===== config.mk =====
export PLATFORM = sky130hd
export DESIGN_NAME = bus_master_port_flat
export DESIGN_NICKNAME = d
export VERILOG_FILES = /design/src/rtl/bus_pkg.sv /design/src/rtl/bus_master_port_if.sv /design/src/rtl/bit_serialiser.sv /design/src/rtl/bus_master_port.sv /design/src/flat_wrapper.sv
export SDC_FILE = /design/constraint.sdc
export NUM_CORES = 1
export LEC_CHECK = 0
export ABC_AREA = 1
export ABC_CLOCK_PERIOD_IN_PS = 4200
export BUFFER_PORTS_ARGS = -buffer_cell sky130_fd_sc_hd__buf_2
export CAP_MARGIN = 20
export CORE_MARGIN = 1.5
export CORE_UTILIZATION = 35
export DETAILED_ROUTE_END_ITERATION = 10
export MAX_ROUTING_LAYER = met4
export RECOVER_POWER = 100
export SYNTH_ARGS = -nofsm -noshare
export SYNTH_HDL_FRONTEND = slang
export SYNTH_SLANG_ARGS = --single-unit

===== constraint.sdc =====
create_clock -name clk -period 4.2 [get_ports clk]
set_input_delay 1.26 -clock clk [delete_from_list [all_inputs] [get_ports clk]]
set_output_delay 1.26 -clock clk [all_outputs]
set_load 0.005 [all_outputs]

===== src/rtl/bus_pkg.sv =====
// Shared definitions for the serial system bus: response codes, slave ids and
// the master-port state encoding.
package bus_pkg;

  typedef enum logic [1:0] {
    RESP_NONE  = 2'b00,
    RESP_READY = 2'b01,
    RESP_SPLIT = 2'b10,
    RESP_ERROR = 2'b11
  } resp_e;

  // Top two address bits select the slave; 00 is never decoded.
  typedef enum logic [1:0] {
    SLAVE_NONE = 2'b00,
    SLAVE_1    = 2'b01,
    SLAVE_2    = 2'b10,
    SLAVE_3    = 2'b11
  } slave_id_e;

  typedef enum logic [2:0] {
    ST_IDLE,
    ST_REQ,
    ST_ADDR,
    ST_WDATA,
    ST_WAIT,
    ST_RDATA,
    ST_SPLIT_WAIT,
    ST_DONE
  } state_e;

endpackage


===== src/rtl/bus_master_port_if.sv =====
// Client request/response handshake plus arbiter and serial bus wires seen by
// one bus master port.
interface bus_master_port_if #(
  parameter int ADDR_W = 14,
  parameter int DATA_W = 8
);
  logic              req_valid;
  logic              req_ready;
  logic              req_write;
  logic [ADDR_W-1:0] req_addr;
  logic [DATA_W-1:0] req_wdata;
  logic              resp_valid;
  logic              resp_err;
  logic [DATA_W-1:0] resp_rdata;
  logic              from_arb_grant;
  logic              to_arb_req_bus;
  logic              to_arb_bus_util;
  logic              to_addr_bus;
  logic              to_wdata_bus;
  logic              from_rdata_bus;
  logic [1:0]        from_response_bus;

  modport master (
    input  req_valid, req_write, req_addr, req_wdata,
    input  from_arb_grant, from_rdata_bus, from_response_bus,
    output req_ready, resp_valid, resp_err, resp_rdata,
    output to_arb_req_bus, to_arb_bus_util, to_addr_bus, to_wdata_bus
  );

  modport slave (
    output req_valid, req_write, req_addr, req_wdata,
    output from_arb_grant, from_rdata_bus, from_response_bus,
    input  req_ready, resp_valid, resp_err, resp_rdata,
    input  to_arb_req_bus, to_arb_bus_util, to_addr_bus, to_wdata_bus
  );
endinterface


===== src/rtl/bit_serialiser.sv =====
// Parallel-load, MSB-first shifter. The output is the register MSB, so it
// reads 0 whenever nothing is loaded or every bit has been shifted out.
module bit_serialiser #(
  parameter int WIDTH = 8
) (
  input  logic             clk,
  input  logic             reset,
  input  logic             load,
  input  logic             shift,
  input  logic             clear,
  input  logic [WIDTH-1:0] data,
  output logic             bit_out,
  output logic             last
);
  localparam int CNT_W = $clog2(WIDTH);

  logic [WIDTH-1:0] shreg;
  logic [CNT_W-1:0] cnt;
  logic             busy;

  assign bit_out = shreg[WIDTH-1];
  assign last    = busy && (cnt == CNT_W'(WIDTH - 1));

  always_ff @(posedge clk) begin
    if (!reset || clear) begin
      shreg <= '0;
      cnt   <= '0;
      busy  <= 1'b0;
    end else if (load) begin
      shreg <= data;
      cnt   <= '0;
      busy  <= 1'b1;
    end else if (shift && busy) begin
      shreg <= {shreg[WIDTH-2:0], 1'b0};
      if (last) begin
        busy <= 1'b0;
        cnt  <= '0;
      end else begin
        cnt <= cnt + CNT_W'(1);
      end
    end
  end

endmodule


===== src/rtl/bus_master_port.sv =====
// Master-side serial bus port: turns one parallel client request into an
// arbitrated serial address/data transfer, including SPLIT release and resume.
module bus_master_port
  import bus_pkg::*;
#(
  parameter int ADDR_W  = 14,
  parameter int DATA_W  = 8,
  parameter int TIMEOUT = 255
) (
  input  logic              clk,
  input  logic              reset,
  bus_master_port_if.master bus
);
  localparam int FRAME_W = ADDR_W + 1;
  localparam int RCNT_W  = $clog2(DATA_W);

  state_e              state;
  logic                req_ready_q;
  logic                arb_req_q;
  logic                util_q;
  logic                resp_valid_q;
  logic                resp_err_q;
  logic [DATA_W-1:0]   resp_rdata_q;

  logic                wr_q;
  logic [FRAME_W-1:0]  frame_q;
  logic [DATA_W-1:0]   wdata_q;
  logic [DATA_W-2:0]   rshift_q;
  logic [RCNT_W-1:0]   rcnt_q;
  logic [7:0]          tcnt_q;

  resp_e               resp;
  logic                grant;
  logic                addr_bit, addr_last, wdata_bit, wdata_last;
  logic                addr_load, wdata_load, ser_clear;

  assign resp  = resp_e'(bus.from_response_bus);
  assign grant = bus.from_arb_grant;

  // A lost grant mid-frame must silence the buses on the same edge the
  // transaction is abandoned; clear outranks load inside the serialiser.
  assign addr_load  = (state == ST_REQ) && grant;
  assign wdata_load = (state == ST_ADDR) && addr_last && wr_q;
  assign ser_clear  = ((state == ST_ADDR) || (state == ST_WDATA)) && !grant;

  bit_serialiser #(.WIDTH(FRAME_W)) u_addr_ser (
    .clk     (clk),
    .reset   (reset),
    .load    (addr_load),
    .shift   (state == ST_ADDR),
    .clear   (ser_clear),
    .data    (frame_q),
    .bit_out (addr_bit),
    .last    (addr_last)
  );

  bit_serialiser #(.WIDTH(DATA_W)) u_wdata_ser (
    .clk     (clk),
    .reset   (reset),
    .load    (wdata_load),
    .shift   (state == ST_WDATA),
    .clear   (ser_clear),
    .data    (wdata_q),
    .bit_out (wdata_bit),
    .last    (wdata_last)
  );

  assign bus.req_ready       = req_ready_q;
  assign bus.to_arb_req_bus  = arb_req_q;
  assign bus.to_arb_bus_util = util_q;
  assign bus.to_addr_bus     = addr_bit;
  assign bus.to_wdata_bus    = wdata_bit;
  assign bus.resp_valid      = resp_valid_q;
  assign bus.resp_err        = resp_err_q;
  assign bus.resp_rdata      = resp_rdata_q;

  // NOTE: sequential state is only ever updated with <=, including from this
  // task, so every branch sees the pre-edge values of all registers.
  task automatic finish_txn(input logic err);
    state        <= ST_DONE;
    resp_valid_q <= 1'b1;
    resp_err_q   <= err;
    arb_req_q    <= 1'b0;
    util_q       <= 1'b0;
  endtask

  always_ff @(posedge clk) begin
    if (!reset) begin
      state        <= ST_IDLE;
      req_ready_q  <= 1'b1;
      arb_req_q    <= 1'b0;
      util_q       <= 1'b0;
      resp_valid_q <= 1'b0;
      resp_err_q   <= 1'b0;
      resp_rdata_q <= '0;
      wr_q         <= 1'b0;
      frame_q      <= '0;
      wdata_q      <= '0;
      rshift_q     <= '0;
      rcnt_q       <= '0;
      tcnt_q       <= '0;
    end else begin
      resp_valid_q <= 1'b0;
      unique case (state)
        ST_IDLE: begin
          if (bus.req_valid && req_ready_q) begin
            wr_q        <= bus.req_write;
            frame_q     <= {bus.req_write, bus.req_addr};
            wdata_q     <= bus.req_wdata;
            rshift_q    <= '0;
            rcnt_q      <= '0;
            tcnt_q      <= '0;
            req_ready_q <= 1'b0;
            arb_req_q   <= 1'b1;
            state       <= ST_REQ;
          end
        end

        ST_REQ: begin
          if (grant) begin
            util_q <= 1'b1;
            state  <= ST_ADDR;
          end
        end

        ST_ADDR: begin
          if (!grant) begin
            finish_txn(1'b1);
          end else if (addr_last) begin
            tcnt_q <= '0;
            state  <= wr_q ? ST_WDATA : ST_WAIT;
          end
        end

        ST_WDATA: begin
          if (!grant) begin
            finish_txn(1'b1);
          end else if (wdata_last) begin
            tcnt_q <= '0;
            state  <= ST_WAIT;
          end
        end

        // SPLIT is checked first: an arbiter revoking the grant together
        // with SPLIT is a legitimate release, not a grant loss.
        ST_WAIT, ST_RDATA: begin
          if (resp == RESP_SPLIT) begin
            util_q <= 1'b0;
            tcnt_q <= '0;
            state  <= ST_SPLIT_WAIT;
          end else if (!grant || resp == RESP_ERROR) begin
            finish_txn(1'b1);
          end else if (resp == RESP_READY) begin
            if (state == ST_WAIT && wr_q) begin
              finish_txn(1'b0);
            end else if (rcnt_q == RCNT_W'(DATA_W - 1)) begin
              resp_rdata_q <= {rshift_q, bus.from_rdata_bus};
              finish_txn(1'b0);
            end else begin
              rshift_q <= {rshift_q[DATA_W-3:0], bus.from_rdata_bus};
              rcnt_q   <= rcnt_q + RCNT_W'(1);
              state    <= ST_RDATA;
            end
          end else if (tcnt_q == 8'(TIMEOUT - 1)) begin
            finish_txn(1'b1);
          end else begin
            tcnt_q <= tcnt_q + 8'd1;
          end
        end

        // Address was accepted before the split, so resume straight into
        // the response phase with the received bit count intact.
        ST_SPLIT_WAIT: begin
          if (grant) begin
            util_q <= 1'b1;
            state  <= (rcnt_q != '0) ? ST_RDATA : ST_WAIT;
          end
        end

        ST_DONE: begin
          req_ready_q <= 1'b1;
          state       <= ST_IDLE;
        end

        default: state <= ST_IDLE;
      endcase
    end
  end

endmodule


===== src/flat_wrapper.sv =====
// flat-port wrapper written by rule: the top's interface ports become plain ports
module bus_master_port_flat import bus_pkg::*;
#(
  parameter int ADDR_W  = 14,
  parameter int DATA_W  = 8,
  parameter int TIMEOUT = 255
)
  (clk, reset, bus_req_valid, bus_req_write, bus_req_addr, bus_req_wdata, bus_from_arb_grant, bus_from_rdata_bus, bus_from_response_bus, bus_req_ready, bus_resp_valid, bus_resp_err, bus_resp_rdata, bus_to_arb_req_bus, bus_to_arb_bus_util, bus_to_addr_bus, bus_to_wdata_bus);
  bus_master_port_if #(.ADDR_W(ADDR_W), .DATA_W(DATA_W)) bus_i ();
  input  logic clk;
  input  logic reset;
  input wire logic [$bits(bus_i.req_valid)-1:0] bus_req_valid;
  input wire logic [$bits(bus_i.req_write)-1:0] bus_req_write;
  input wire logic [$bits(bus_i.req_addr)-1:0] bus_req_addr;
  input wire logic [$bits(bus_i.req_wdata)-1:0] bus_req_wdata;
  input wire logic [$bits(bus_i.from_arb_grant)-1:0] bus_from_arb_grant;
  input wire logic [$bits(bus_i.from_rdata_bus)-1:0] bus_from_rdata_bus;
  input wire logic [$bits(bus_i.from_response_bus)-1:0] bus_from_response_bus;
  output wire logic [$bits(bus_i.req_ready)-1:0] bus_req_ready;
  output wire logic [$bits(bus_i.resp_valid)-1:0] bus_resp_valid;
  output wire logic [$bits(bus_i.resp_err)-1:0] bus_resp_err;
  output wire logic [$bits(bus_i.resp_rdata)-1:0] bus_resp_rdata;
  output wire logic [$bits(bus_i.to_arb_req_bus)-1:0] bus_to_arb_req_bus;
  output wire logic [$bits(bus_i.to_arb_bus_util)-1:0] bus_to_arb_bus_util;
  output wire logic [$bits(bus_i.to_addr_bus)-1:0] bus_to_addr_bus;
  output wire logic [$bits(bus_i.to_wdata_bus)-1:0] bus_to_wdata_bus;
  assign bus_i.req_valid = bus_req_valid;
  assign bus_i.req_write = bus_req_write;
  assign bus_i.req_addr = bus_req_addr;
  assign bus_i.req_wdata = bus_req_wdata;
  assign bus_i.from_arb_grant = bus_from_arb_grant;
  assign bus_i.from_rdata_bus = bus_from_rdata_bus;
  assign bus_i.from_response_bus = bus_from_response_bus;
  assign bus_req_ready = bus_i.req_ready;
  assign bus_resp_valid = bus_i.resp_valid;
  assign bus_resp_err = bus_i.resp_err;
  assign bus_resp_rdata = bus_i.resp_rdata;
  assign bus_to_arb_req_bus = bus_i.to_arb_req_bus;
  assign bus_to_arb_bus_util = bus_i.to_arb_bus_util;
  assign bus_to_addr_bus = bus_i.to_addr_bus;
  assign bus_to_wdata_bus = bus_i.to_wdata_bus;
  bus_master_port #(.ADDR_W(ADDR_W), .DATA_W(DATA_W), .TIMEOUT(TIMEOUT)) u_core (.clk(clk), .reset(reset), .bus(bus_i));
endmodule

; ---- Yosys cells after proc, flatten, opt, wreduce, memory -nomap -nowiden
; Cells that the tools add are included.
[word_totals]
regBits = 90
in_bits = 30
output_inout_bits = 15
wordCells = 186
[op_classes]
n_addsub = 4
eq_ne = 37
n_mux = 80
bitwise = 3
n_reduce_logical = 43
[ops]
columns = cell, n
row1 = $mux W8, 11
row2 = $mux W3, 20
row3 = $mux W7, 6
row4 = $pmux W8 S4, 1
row5 = $mux W1, 30
row6 = $mux W15, 2
row7 = $pmux W3 S7, 1
row8 = $eq A3 B3 Y1 const B, 6
row9 = $ne A2 B2 Y1 const B, 9
row10 = $reduce_and A6 Y1, 3
row11 = $ne A3 B2 Y1 const B, 5
row12 = $pmux W7 S2, 1
row13 = $reduce_bool A2 Y1, 7
row14 = $logic_and A1 B1 Y1, 10
row15 = $ne A2 B1 Y1 const B, 5
row16 = $reduce_and A5 Y1, 2
row17 = $reduce_or A2 Y1, 5
row18 = $reduce_and A9 Y1, 1
row19 = $reduce_bool A3 Y1, 3
row20 = $add A8 B1 Y8 const B, 1
row21 = $eq A8 B8 Y1 const B, 1
row22 = $reduce_and A2 Y1, 4
row23 = $reduce_and A7 Y1, 1
row24 = $add A3 B1 Y3 const B, 2
row25 = other kinds (20), 30

; ---- Longest topological paths before layout
[logic_depth]
word_depth = 7
depth_mapped = 12
depth_no_buf = 12

; ---- By module
; From an unflattened synthesis, not the netlist that was laid out.
[hier_totals]
hier_cells = 641
hier_area_um2 = 4493.1
[modules_own_cells]
columns = module, instances, cells_each, area_each_um2, seq_area_each_um2
row1 = bus_master_port, 1, 401, 2783.9, 1141.1
row2 = bit_serialiser at u_core.u_addr_ser, 1, 155, 1112.3, 400.4
row3 = bit_serialiser at u_core.u_wdata_ser, 1, 85, 596.8, 240.2

; ---- Worst setup path after synthesis
; Ideal clock, no wire load.
[synth_path]
path_type = input-to-reg
from = input bus_from_arb_grant
to = register u_core.u_addr_ser.shreg[10]
setup_time_ps = 122
arrival_ps = 2118
required_ps = 4078
setup_slack_ps = 1960
path_stages = 7
n_path_buf = 2
path_cell_list = buf_4 -> nand4_2 -> inv_2 -> buf_2 -> nand2_1 -> o211ai_1 -> a21oi_1
[synth_between]
elab_chain_len = 3
word_cells_on_any_way = 6
classes_between = mux: 1 / reduce/logical: 5
[synth_rtl]
columns = element, line
row1 = "start, declared", flat_wrapper.sv:16  ; input wire logic [$bits(bus_i.from_arb_grant)-1:0] bus_from_arb_grant;
row2 = $logic_not A1 Y1, bus_master_port.sv:44  ; assign ser_clear = ((state == ST_ADDR) || (state == ST_WDATA)) && !grant;
row3 = $logic_and A1 B1 Y1, bus_master_port.sv:44
row4 = $logic_or A1 B1 Y1, bit_serialiser.sv:25  ; if (!reset || clear) begin
row5 = "end signal, assigned", bit_serialiser.sv:30  ; shreg <= data;
row6 = "end signal, assigned", bit_serialiser.sv:34  ; shreg <= {shreg[WIDTH-2:0], 1'b0};
row7 = "end, declared", bit_serialiser.sv:17  ; logic [WIDTH-1:0] shreg;
; Parallel ways exist; a longest one is shown, timed or not.
; A chain may end at the register's enable or synchronous reset.

; ---- Worst setup path after layout
[layout_path]
from = input bus_req_valid
to = register u_core.frame_q[14]
[layout_between]
elab_chain_len = 2
[layout_rtl]
columns = element, line
row1 = "start, declared", flat_wrapper.sv:12  ; input wire logic [$bits(bus_i.req_valid)-1:0] bus_req_valid;
row2 = $logic_and A1 B1 Y1, bus_master_port.sv:106  ; if (bus.req_valid && req_ready_q) begin
row3 = $reduce_and A2 Y1 (no line), n/a
row4 = "end signal, assigned", bus_master_port.sv:108  ; frame_q <= {bus.req_write, bus.req_addr};
row5 = "end, declared", bus_master_port.sv:26  ; logic [FRAME_W-1:0] frame_q;
; Every way passes these cells.

==> results.md <==
* Status: complete, but fails checks
* Failing checks: max-capacitance violations, max-slew violations
* Max_slew headroom at -0.148
* Syn_area_per_cell at between 7 and 8 µm²
* Area Overhead vs Synth at 11.8%
* Initial Util at 0.359
* Post-synthesis adder-cell area fraction at 0.0260
* Syn Nets at around 630
* CTS tree: done
* Synth Area in Compound Gates at 0.182
* Diode count at 0
* Area of the mapped netlist at about 4300 µm²
* Die Area at roughly 13000 µm²
* DRT Wirelength at 9500 µm
* XOR/XNOR share of the synthesized area at 0.00607
* Clock skew at approximately 0.0081 ns
* Mux cell area share after synthesis at 0
* TritonCTS Buffers at 9
* Maximum vdd ir drop at ~0.33 mV
* Buffers inserted by post-CTS timing repair at 0
* Placed Cells at slightly below 800
* Fin Hold WS at 0.442 ns
* Leakage at 1.96 nW
* Ports at 45
* Vias in the first global route at 3534
* P per Cell Area at ~580 nW/µm²
* DR iter-0 viols at 181
* Die height at 114 µm
* Setup-failing EPs final at 0
* Root Driver: clkbuf_16
* Post-route ant nets at 0
* Final Hold Viols at 0
* Combinational family with the most area after synthesis: simple AND/OR/NAND/NOR gates
* Worst Path Max Fanout at 47
* Core ar. at ~12000 µm²
* Worst setup SP type: primary input
* Setup TNS at 0 ns
* Worst setup slack after layout at about 1.3 ns
* Final count of pins violating max slew at between 40 and 50
* Number of flops mapped to enable cells by yosys at 0
* Finished Layout Cells at around 800
* Post-Synth Simple-Gate Area at 0.266
* Worst Setup End Kind: flop
* RSZ-0062 raised after global routing: false
* CTS resizes at 0
* Warnings from Yosys at 0
* Port Buffers at 44
* Avg Vias per Cell at approximately 4.8
* Min-Delay Path Class: reg2reg
* Max clock buf depth at 2
* Clk sinks at just under 90
* Slew @ Worst Pin at about 1.7 ns
* # DRC at 0
* Worst EP arrival at between 3 and 4 ns
* CTS Hold Bufs at 0
* Dpl ws at around 1.4 ns
* Router iterations before antenna repair at 5
* Layout cells sized above 1 at 0.136
* Nets at about 660
* Synthesis-stage register bit count at just under 90
* Initial antenna violation count at 0
* Routed vias at roughly 3800
* Netlist cell types at 33
* Register Area at around 1800 µm²
* Total Power at around 0.0028 W
* WS Path Type: in2reg
* Main synth FF type: dfxtp_1
* Fill cells at 1263
* Chip width at between 100 and 150 µm
* Ys async rst share at 0
* Final GP Congestion at around 0.83
* GR Overflow Total at 0
* Tmin final at a little under 3 ns
* Cell row count at 40
* First-pass GRT wire length at 16100 µm
* H-tree depth at 3
* All-layer global routing usage at 0.155
* Clock latency on the worst-skew pair at 0.35 ns
* Max Cap Viol at 1
* Seq/Total Area, Yosys at 0.411
* DP HPWL at just under 7000 µm
* Cell count after synthesis at 592
* Multi-input logic area at 2010 µm²
* Critical Path RT at approximately 4.5 ns
* Tcrit/Tclk final at 0.699
* Max Clock Freq at about 340 MHz
* Largest net degree at the start of global routing at between 50 and 60
* Routed wire per std cell at 11.9 µm
* Clock slew at reported path FFs at approximately 0.06 ns
==> cells in the final DEF (no fill, tap or decap), drive strengths merged <==
cell type	n
a21oi	76
a22oi	2
a31oi	3
buf	38
bufinv	2
clkbuf	19
clkinvlp	1
dfxtp	89
ha	9
inv	78
nand2	118
nand3	38
nand3b	3
nand4	8
nor2	69
nor3	4
o211ai	11
o21ai	53
o21bai	3
xor2	3
==> per-layer routing <==
| layer | routed length (µm) | global-route usage | share of wire |
|---|---|---|---|
| met1 | 4560 | 0.203 | 0.48 |
| met2 | 4340 | 0.240 | 0.46 |
| met3 | 517 | 0.0349 | 0.054 |
| met4 | 79 | 0.0475 | 0.0083 |
| met5 | 0 | - | 0 |
==> flip-flops by register name (all words and copies together) (netlist names), 4 cells and up <==
register and cells:
u_core.frame_q 15, u_core.u_addr_ser.shreg 15, u_core.bus.resp_rdata 8, u_core.tcnt_q 8, u_core.u_wdata_ser.shreg 8, u_core.wdata_q 8, u_core.rshift_q 7, u_core.u_addr_ser.cnt 4
==> report_power, final <==
| part | total, W | internal, W | switching, W |
|---|---|---|---|
| Clock | 0.000871 | 0.000537 | 0.000335 |
| Combinational | 0.000851 | 0.000269 | 0.000582 |
| Sequential | 0.00110 | 0.000998 | 0.000105 |
==> cell usage after synthesis, types with 5 or more instances <==
| cell | number | area (µm²) |
|---|---|---|
| nand2_1 | 106 | 398 |
| clkbuf_1 | 5 | 18.8 |
| nor2_4 | 5 | 56.3 |
| nand2_2 | 10 | 62.6 |
| nor2_2 | 8 | 50.1 |
| nand3_1 | 30 | 150 |
| inv_2 | 7 | 26.3 |
| nor2_1 | 56 | 210 |
| a21oi_1 | 75 | 375 |
| buf_6 | 7 | 78.8 |
| o21ai_0 | 49 | 245 |
| ha_1 | 9 | 113 |
| nand3_2 | 7 | 70.1 |
| dfxtp_1 | 89 | 1780 |
| buf_2 | 11 | 55.1 |
| inv_1 | 68 | 255 |
| o211ai_1 | 11 | 82.6 |
| nand4_1 | 6 | 37.5 |
==> through the flow <==
step	cell area, µm²	util
after floorplan	4330	-
after global routing	4840	0.402
final	4840	0.402
after detailed placement	4600	0.382
after CTS	4920	0.408
after global placement	4600	0.382
==> path summary, 6_finish.rpt <==
| kind | startpoint | to | slack [ns] | depth (start not counted) |
|---|---|---|---|---|
| hold / removal | u_core.bus.resp_rdata[0] | u_core.bus.resp_rdata[0] | 0.44 | 2 |
| hold reg to reg | u_core.bus.resp_rdata[0] | u_core.bus.resp_rdata[0] | 0.44 | 2 |
| setup reg to reg | u_core.state[2] | u_core.frame_q[14] | 1.42 | 5 |
| setup / recovery | bus_req_valid | u_core.frame_q[14] | 1.26 | 5 |
==> worst max-delay path, cell delays in order <==
cell and delay [ns]:
clkbuf_1 0.08, nand4_1 0.09, clkbuf_1 1.26, o21ai_0 0.31, a21oi_1 0.19
==> logic make-up after synthesis <==
logic type | after synthesis
AOI/OAI and AO/OA | 148
xor gates and xnor gates | 3
adders and majority gates | 9
buffers and inverters | 103
DFF | 89
and+or+nand+nor | 240
==> layout make-up <==
cell class	count	area share
clock buffers	11	0.0501
clock inverters	4	0.0158
inverters	77	0.0612
multi-input cells	400	0.416
flip-flops and latches	89	0.368
well taps	168	0.0434
repair buffers	46	0.0460
No activity file was read; power rests on OpenSTA's default activity.
